--- src/rtl/mem_pe_pkg.sv ---
// Shared types and default sizes for the Mem_PE initiator-side controller.
package mem_pe_pkg;

    localparam int unsigned WORDSIZE = 16;
    localparam int unsigned MEMSIZE  = 3;

    typedef enum logic [1:0] {
        IDLE  = 2'd0,
        ISSUE = 2'd1,
        WAIT  = 2'd2,
        RESP  = 2'd3
    } state_t;

    typedef struct packed {
        logic                is_wr;
        logic [MEMSIZE-1:0]  addr;
        logic [WORDSIZE-1:0] rdata;
        logic                last;
    } rsp_t;

endpackage

--- src/rtl/mem_pe_master.sv ---
// Command/request end of the Mem_PE port: single-word writes, wrapping burst
// reads, one command outstanding, valid/ready response channel with backpressure.
module mem_pe_master
    import mem_pe_pkg::*;
#(
    parameter int unsigned wordsize   = WORDSIZE,
    parameter int unsigned memsize    = MEMSIZE,
    parameter int unsigned rd_latency = 1
) (
    input  logic                i_clk,
    input  logic                i_rst,
    input  logic                i_cmd_valid,
    output logic                o_cmd_ready,
    input  logic                i_cmd_we,
    input  logic [memsize-1:0]  i_cmd_addr,
    input  logic [memsize-1:0]  i_cmd_len,
    input  logic [wordsize-1:0] i_cmd_wdata,
    output logic                o_mem_en,
    output logic                o_mem_we,
    output logic [memsize-1:0]  o_mem_addr,
    output logic [wordsize-1:0] o_mem_data_in,
    input  logic [wordsize-1:0] i_mem_data_out,
    output logic                o_rsp_valid,
    input  logic                i_rsp_ready,
    output logic                o_rsp_is_wr,
    output logic [memsize-1:0]  o_rsp_addr,
    output logic [wordsize-1:0] o_rsp_rdata,
    output logic                o_rsp_last,
    output logic                o_busy
);

    // rd_latency is 1..4, so the wait counter only ever holds 0..3
    localparam int unsigned CNT_W = 2;

    state_t                r_state, w_next;
    logic                  r_we, w_we_d;
    logic [memsize-1:0]    r_addr, w_addr_d;
    logic [memsize-1:0]    r_remain, w_remain_d;
    logic [wordsize-1:0]   r_wdata, w_wdata_d;
    logic [CNT_W-1:0]      r_cnt, w_cnt_d;
    rsp_t                  r_rsp, w_rsp_d;

    logic                  r_cmd_ready, r_mem_en, r_mem_we, r_rsp_valid, r_busy;
    logic [memsize-1:0]    r_mem_addr, w_mem_addr_d;
    logic [wordsize-1:0]   r_mem_data_in, w_mem_data_in_d;
    logic                  w_issue;

    // Next-state, datapath updates and next values of the registered pins
    always_comb begin
        w_next     = r_state;
        w_we_d     = r_we;
        w_addr_d   = r_addr;
        w_remain_d = r_remain;
        w_wdata_d  = r_wdata;
        w_cnt_d    = r_cnt;
        w_rsp_d    = r_rsp;

        case (r_state)
            IDLE: begin
                if (i_cmd_valid && r_cmd_ready) begin
                    w_we_d     = i_cmd_we;
                    w_addr_d   = i_cmd_addr;
                    w_remain_d = i_cmd_we ? '0 : i_cmd_len;
                    w_wdata_d  = i_cmd_wdata;
                    w_next     = ISSUE;
                end
            end
            ISSUE: begin
                if (r_we) begin
                    w_rsp_d.is_wr = 1'b1;
                    w_rsp_d.addr  = r_addr;
                    w_rsp_d.rdata = '0;
                    w_rsp_d.last  = 1'b1;
                    w_next        = RESP;
                end else begin
                    w_cnt_d = CNT_W'(rd_latency - 1);
                    w_next  = WAIT;
                end
            end
            WAIT: begin
                if (r_cnt == '0) begin
                    w_rsp_d.is_wr = 1'b0;
                    w_rsp_d.addr  = r_addr;
                    w_rsp_d.rdata = i_mem_data_out;
                    w_rsp_d.last  = (r_remain == '0);
                    w_next        = RESP;
                end else begin
                    w_cnt_d = r_cnt - 1'b1;
                end
            end
            RESP: begin
                if (i_rsp_ready) begin
                    if (!r_we && (r_remain != '0)) begin
                        w_remain_d = r_remain - 1'b1;
                        w_addr_d   = r_addr + 1'b1;
                        w_next     = ISSUE;
                    end else begin
                        w_next = IDLE;
                    end
                end
            end
            default: w_next = IDLE;
        endcase

        // Memory pins are only driven in ISSUE; address and data hold otherwise
        w_issue         = (w_next == ISSUE);
        w_mem_addr_d    = w_issue ? w_addr_d : r_mem_addr;
        w_mem_data_in_d = w_issue ? (w_we_d ? w_wdata_d : '0) : r_mem_data_in;
    end

    // State, datapath and output registers; reset aborts any command in flight
    always_ff @(posedge i_clk) begin
        if (i_rst) begin
            r_state       <= IDLE;
            r_we          <= 1'b0;
            r_addr        <= '0;
            r_remain      <= '0;
            r_wdata       <= '0;
            r_cnt         <= '0;
            r_rsp         <= '0;
            r_cmd_ready   <= 1'b0;
            r_mem_en      <= 1'b0;
            r_mem_we      <= 1'b0;
            r_mem_addr    <= '0;
            r_mem_data_in <= '0;
            r_rsp_valid   <= 1'b0;
            r_busy        <= 1'b0;
        end else begin
            r_state       <= w_next;
            r_we          <= w_we_d;
            r_addr        <= w_addr_d;
            r_remain      <= w_remain_d;
            r_wdata       <= w_wdata_d;
            r_cnt         <= w_cnt_d;
            r_rsp         <= w_rsp_d;
            r_cmd_ready   <= (w_next == IDLE);
            r_mem_en      <= w_issue;
            r_mem_we      <= w_issue && w_we_d;
            r_mem_addr    <= w_mem_addr_d;
            r_mem_data_in <= w_mem_data_in_d;
            r_rsp_valid   <= (w_next == RESP);
            r_busy        <= (w_next != IDLE);
        end
    end

    assign o_cmd_ready   = r_cmd_ready;
    assign o_mem_en      = r_mem_en;
    assign o_mem_we      = r_mem_we;
    assign o_mem_addr    = r_mem_addr;
    assign o_mem_data_in = r_mem_data_in;
    assign o_rsp_valid   = r_rsp_valid;
    assign o_rsp_is_wr   = r_rsp.is_wr;
    assign o_rsp_addr    = r_rsp.addr;
    assign o_rsp_rdata   = r_rsp.rdata;
    assign o_rsp_last    = r_rsp.last;
    assign o_busy        = r_busy;

endmodule

--- config.mk ---
export PLATFORM = sky130hd
export DESIGN_NAME = mem_pe_master
export DESIGN_NICKNAME = d
export VERILOG_FILES = /design/src/rtl/mem_pe_pkg.sv /design/src/rtl/mem_pe_master.sv
export SDC_FILE = /design/constraint.sdc
export NUM_CORES = 1
export LEC_CHECK = 0
export CORE_MARGIN = 5
export CORE_UTILIZATION = 45
export DETAILED_ROUTE_END_ITERATION = 6
export PLACE_DENSITY = 0.77
export SKIP_LAST_GASP = 1
export SLEW_MARGIN = 25
export SYNTH_ARGS = -nofsm -noshare
export SYNTH_HDL_FRONTEND = slang
export SYNTH_SLANG_ARGS = --single-unit
--- constraint.sdc ---
create_clock -name i_clk -period 5.8 [get_ports i_clk]
set_input_delay 0.58 -clock i_clk [delete_from_list [all_inputs] [get_ports i_clk]]
set_output_delay 0.58 -clock i_clk [all_outputs]
set_load 0.01 [all_outputs]
==> summary.txt <==
Critical path
  • Setup CP Type: reg -> reg
  • Kind of start point of the critical path: register
  • Setup slack of the most critical reg-to-reg path: 3.34 ns
  • Capture instance of the worst register-to-register path: o_rsp_rdata[1]
  • R2R Path Start: r_state[1]
  • WP data arrival: 2.67 ns
  • Crit path max fanout: 15
  • Required time reported for the critical path endpoint: 6.01 ns
  • Worst-case reg-to-reg path depth: 7
  • Kind of end point of the critical path: register

Timing
  • Peak clock frequency supported by timing: 0.4064 GHz
  • Actual transition at the worst max-transition pin: 0.7595 ns
  • Number of hold-slack violations in the final timing report: 0
  • Final setup viols: 0
  • Normalized max-slew margin: 0.4903
  • Sum of negative setup slack: 0 ns
  • Setup Skew: 0.01285 ns
  • RSZ-0062 raised after global routing: no
  • Total count of max-transition violations in the final report: 0
  • Final critical-path required period: 2.460 ns
  • Ratio of final minimum period to clock period: 0.4242

Power and ir drop
  • Cell-internal power: 0.0009575 W
  • Fraction of power consumed by combinational cells: 0.381
  • Total net switching power: 0.0005876 W
  • Worst vdd rail ir drop: 0.0002078 V
  • Share of total power in sequential cells: 0.376
  • Clock network power share: 0.242
  • Power per standard cell area: 379.8 nW/um^2
  • Leakage: 1.612 nW
  • Switch share: 0.3803

Floorplanning
  • Effective utilization at floorplan: 0.4691
  • Die ar.: 8432 sq um
  • Floorplan row count: 29
  • IO Pins: 88
  • Die width: 91.83 um
  • Core footprint: 6422 sq um
  • Die span in y: 91.83 um

Route
  • Average detailed-routed wire length per instance: 14.78 um
  • Ratio of routed vias to standard cells: 5.242
  • Total vias in the final route: 2406
  • Post-DRT Antenna Nets: 0
  • Number of iterations in the first detailed-routing pass: 4
  • Number of design rule violations left after detail routing: 0
  • Final routed wirelength across all metal layers: 6785 um
  • Initial DRC Count: 165

Clock tree
  • Clock Root Buffer: sky130_fd_sc_hd__clkbuf_8
  • H-Tree Depth: 3
  • Clock edge transition at the registers on the reported setup and hold paths: 0.08 ns
  • Clk Latency, worst-skew pair: 0.35 ns
  • Post-CTS repair timing setup buffer count: 0
  • CTS tree: done
  • # resized after CTS: 0
  • Total number of clock tree sinks: 72
  • Clock tree buffer depth: 2
  • TritonCTS buffer count: 9
  • Hold buffer count at cts: 0

Place
  • Count of input and output buffers: 87
  • Total placed instance area: 3880 sq um
  • Gpl congestion: 0.8134
  • DP HPWL: 4716 um

Global route
  • Overall Global Routing Usage: 0.1651
  • Wire length of the first global-routing pass: 11250 um
  • Final global-route overflow total: 0
  • Initial antenna violation count: 0
  • Number of global-route vias before repair: 2345
  • Largest net degree at the start of global routing: 71

Layout
  • Commonest non-fill, non-tap cell in the layout: sky130_fd_sc_hd__clkdlybuf4s50_1
  • Fraction of layout instances using a drive strength above 1: 0.1099
  • Area of combinational cells with multiple inputs: 1401 sq um
  • Number of inserted diodes: 0
  • Leading cell types in the layout, fill and taps excluded: sky130_fd_sc_hd__clkdlybuf4s50_1 (86), sky130_fd_sc_hd__dfxtp_1 (72), sky130_fd_sc_hd__nor2_1 (49), sky130_fd_sc_hd__mux2i_1 (20), sky130_fd_sc_hd__a22oi_1 (18)
  • Area added between synthesis and finish: 35.01%
  • Post-route cell area: 4068 sq um
  • Sequential cell area: 1441 sq um
  • Net total in the final layout: 428
  • Filler Cell Count: 522

Job
  • Max-Cap Viols: 0

Logic synthesis
  • Warnings, synthesis: 0
  • Cell count after synthesis: 296
  • Share of the yosys chip area belonging to registers: 0.4784
  • Post-synthesis register bit count: 72
  • Count of unique library cells instantiated by Yosys: 51
  • Cell area after synthesis: 3013 sq um
  • Synthesized netlist net count: 347
  • Dominant register cell in the synthesized netlist: sky130_fd_sc_hd__dfxtp_1
  • Mean post-synth cell area: 10.18 sq um
  • Async S/R FF share, synth: 0
  • Number of enable flip-flop cells after synthesis: 0

Worst hold path
  • Path class of the lowest-slack min-delay path: reg -> reg
  • Hold path startpoint: o_rsp_last
  • Sink of the worst hold path: o_rsp_last
  • Min-Delay Path Depth: 2

Run status
  • Run status: finished, final reports clean
## state kept, by name, indices dropped and copies added, names as in the netlist
| signal | cells |
|---|---|
| r_state | 2 |
| r_addr | 3 |
| o_rsp_valid | 1 |
| o_mem_addr | 3 |
| o_mem_en | 1 |
| o_rsp_last | 1 |
| o_rsp_rdata | 16 |
| o_busy | 1 |
| o_rsp_addr | 3 |
| r_we | 1 |
| r_wdata | 16 |
| r_remain | 3 |
| r_cnt | 2 |
| o_cmd_ready | 1 |
| o_mem_we | 1 |
| o_mem_data_in | 16 |
| o_rsp_is_wr | 1 |
## worst max-delay path by stage
stage	startpoint	end
final	r_state[1]	o_rsp_rdata[1]
after global routing	r_state[1]	o_rsp_rdata[7]
after CTS	r_state[1]	o_rsp_rdata[12]
after detailed placement	i_cmd_valid	o_mem_data_in[2]
after global placement	i_cmd_valid	o_mem_data_in[4]
after floorplan	r_remain[0]	o_mem_addr[2]
## cell families after synthesis
kind of cell,after synthesis,synth area share
simple gates,94,0.1657
flops,72,0.4784
compound gates,68,0.1981
buf+inv,34,0.05814
mux,20,0.06644
fa+ha+maj,8,0.03322
## critical path, cell delays in order (launching register included)
cell and delay (ns):
sky130_fd_sc_hd__dfxtp_1 0.45, sky130_fd_sc_hd__inv_1 0.10, sky130_fd_sc_hd__ha_1 0.45, sky130_fd_sc_hd__a21boi_0 0.38, sky130_fd_sc_hd__o21ai_1 0.37, sky130_fd_sc_hd__buf_4 0.31, sky130_fd_sc_hd__a22oi_1 0.20, sky130_fd_sc_hd__nor2_1 0.06
## stage by stage
step           worst slack [ns]  instances  utilization  hold slack [ns]  power, W
2_1_floorplan             3.704        296            -           0.4599  0.001052
3_3_place_gp              2.717        443       0.6034           0.4575  0.001178
3_5_place_dp              3.023        443       0.6041           0.4604  0.001184
4_1_cts                   3.331        459       0.6334           0.4731  0.001560
5_1_grt                   3.003        459       0.6334           0.5085  0.001653
6_report                  3.340        459       0.6334           0.4711  0.001545
## power groups by stage
| stage | combinational [W] | clock [W] | sequential (W) |
|---|---|---|---|
| floorplan | 0.000452 | 0 | 0.000600 |
| global placement | 0.000586 | 0 | 0.000592 |
| detailed placement | 0.000591 | 0 | 0.000593 |
| CTS | 0.000594 | 0.000385 | 0.000582 |
| global route | 0.000647 | 0.000417 | 0.000589 |
| finish | 0.000589 | 0.000375 | 0.000581 |
## cells in the mapped netlist, types with 2 or more instances
cell | count | area share
sky130_fd_sc_hd__nor2b_1 | 3 | 0.0062
sky130_fd_sc_hd__ha_1 | 8 | 0.033
sky130_fd_sc_hd__buf_2 | 5 | 0.0083
sky130_fd_sc_hd__and3b_1 | 2 | 0.0058
sky130_fd_sc_hd__nand2b_1 | 2 | 0.0042
sky130_fd_sc_hd__a21oi_1 | 7 | 0.012
sky130_fd_sc_hd__clkbuf_1 | 7 | 0.0087
sky130_fd_sc_hd__nor2_1 | 49 | 0.061
sky130_fd_sc_hd__a21o_1 | 2 | 0.0050
sky130_fd_sc_hd__a211oi_2 | 2 | 0.0083
sky130_fd_sc_hd__buf_6 | 4 | 0.015
sky130_fd_sc_hd__inv_1 | 13 | 0.016
sky130_fd_sc_hd__o31ai_1 | 10 | 0.025
sky130_fd_sc_hd__mux2i_1 | 20 | 0.066
sky130_fd_sc_hd__a31oi_1 | 3 | 0.0062
sky130_fd_sc_hd__a211oi_1 | 2 | 0.0050
sky130_fd_sc_hd__buf_4 | 3 | 0.0075
sky130_fd_sc_hd__a22oi_1 | 18 | 0.045
sky130_fd_sc_hd__o31ai_2 | 7 | 0.029
sky130_fd_sc_hd__nand2_1 | 7 | 0.0087
sky130_fd_sc_hd__o21ai_0 | 4 | 0.0066
sky130_fd_sc_hd__dfxtp_1 | 72 | 0.48
sky130_fd_sc_hd__a2bb2oi_1 | 2 | 0.0058
sky130_fd_sc_hd__nand3b_1 | 17 | 0.042
## metal layers
metal	up-vias	GRT usage	wire length [um]
met5	-	0	0
met4	0	0.05074	91
met3	11	0.08020	587
met2	76	0.2428	2991
met1	1107	0.2140	3114
li1	1212	-	-
## cell type report
type / count / share of cell area
multi-input combinational: 190 / 0.3445
tap: 77 / 0.02369
clock buffer: 9 / 0.03045
inverter: 14 / 0.01292
sequential: 72 / 0.3544
clock inverter: 7 / 0.01569
timing repair buffer: 90 / 0.2184
(Power assumes the default switching activity.)
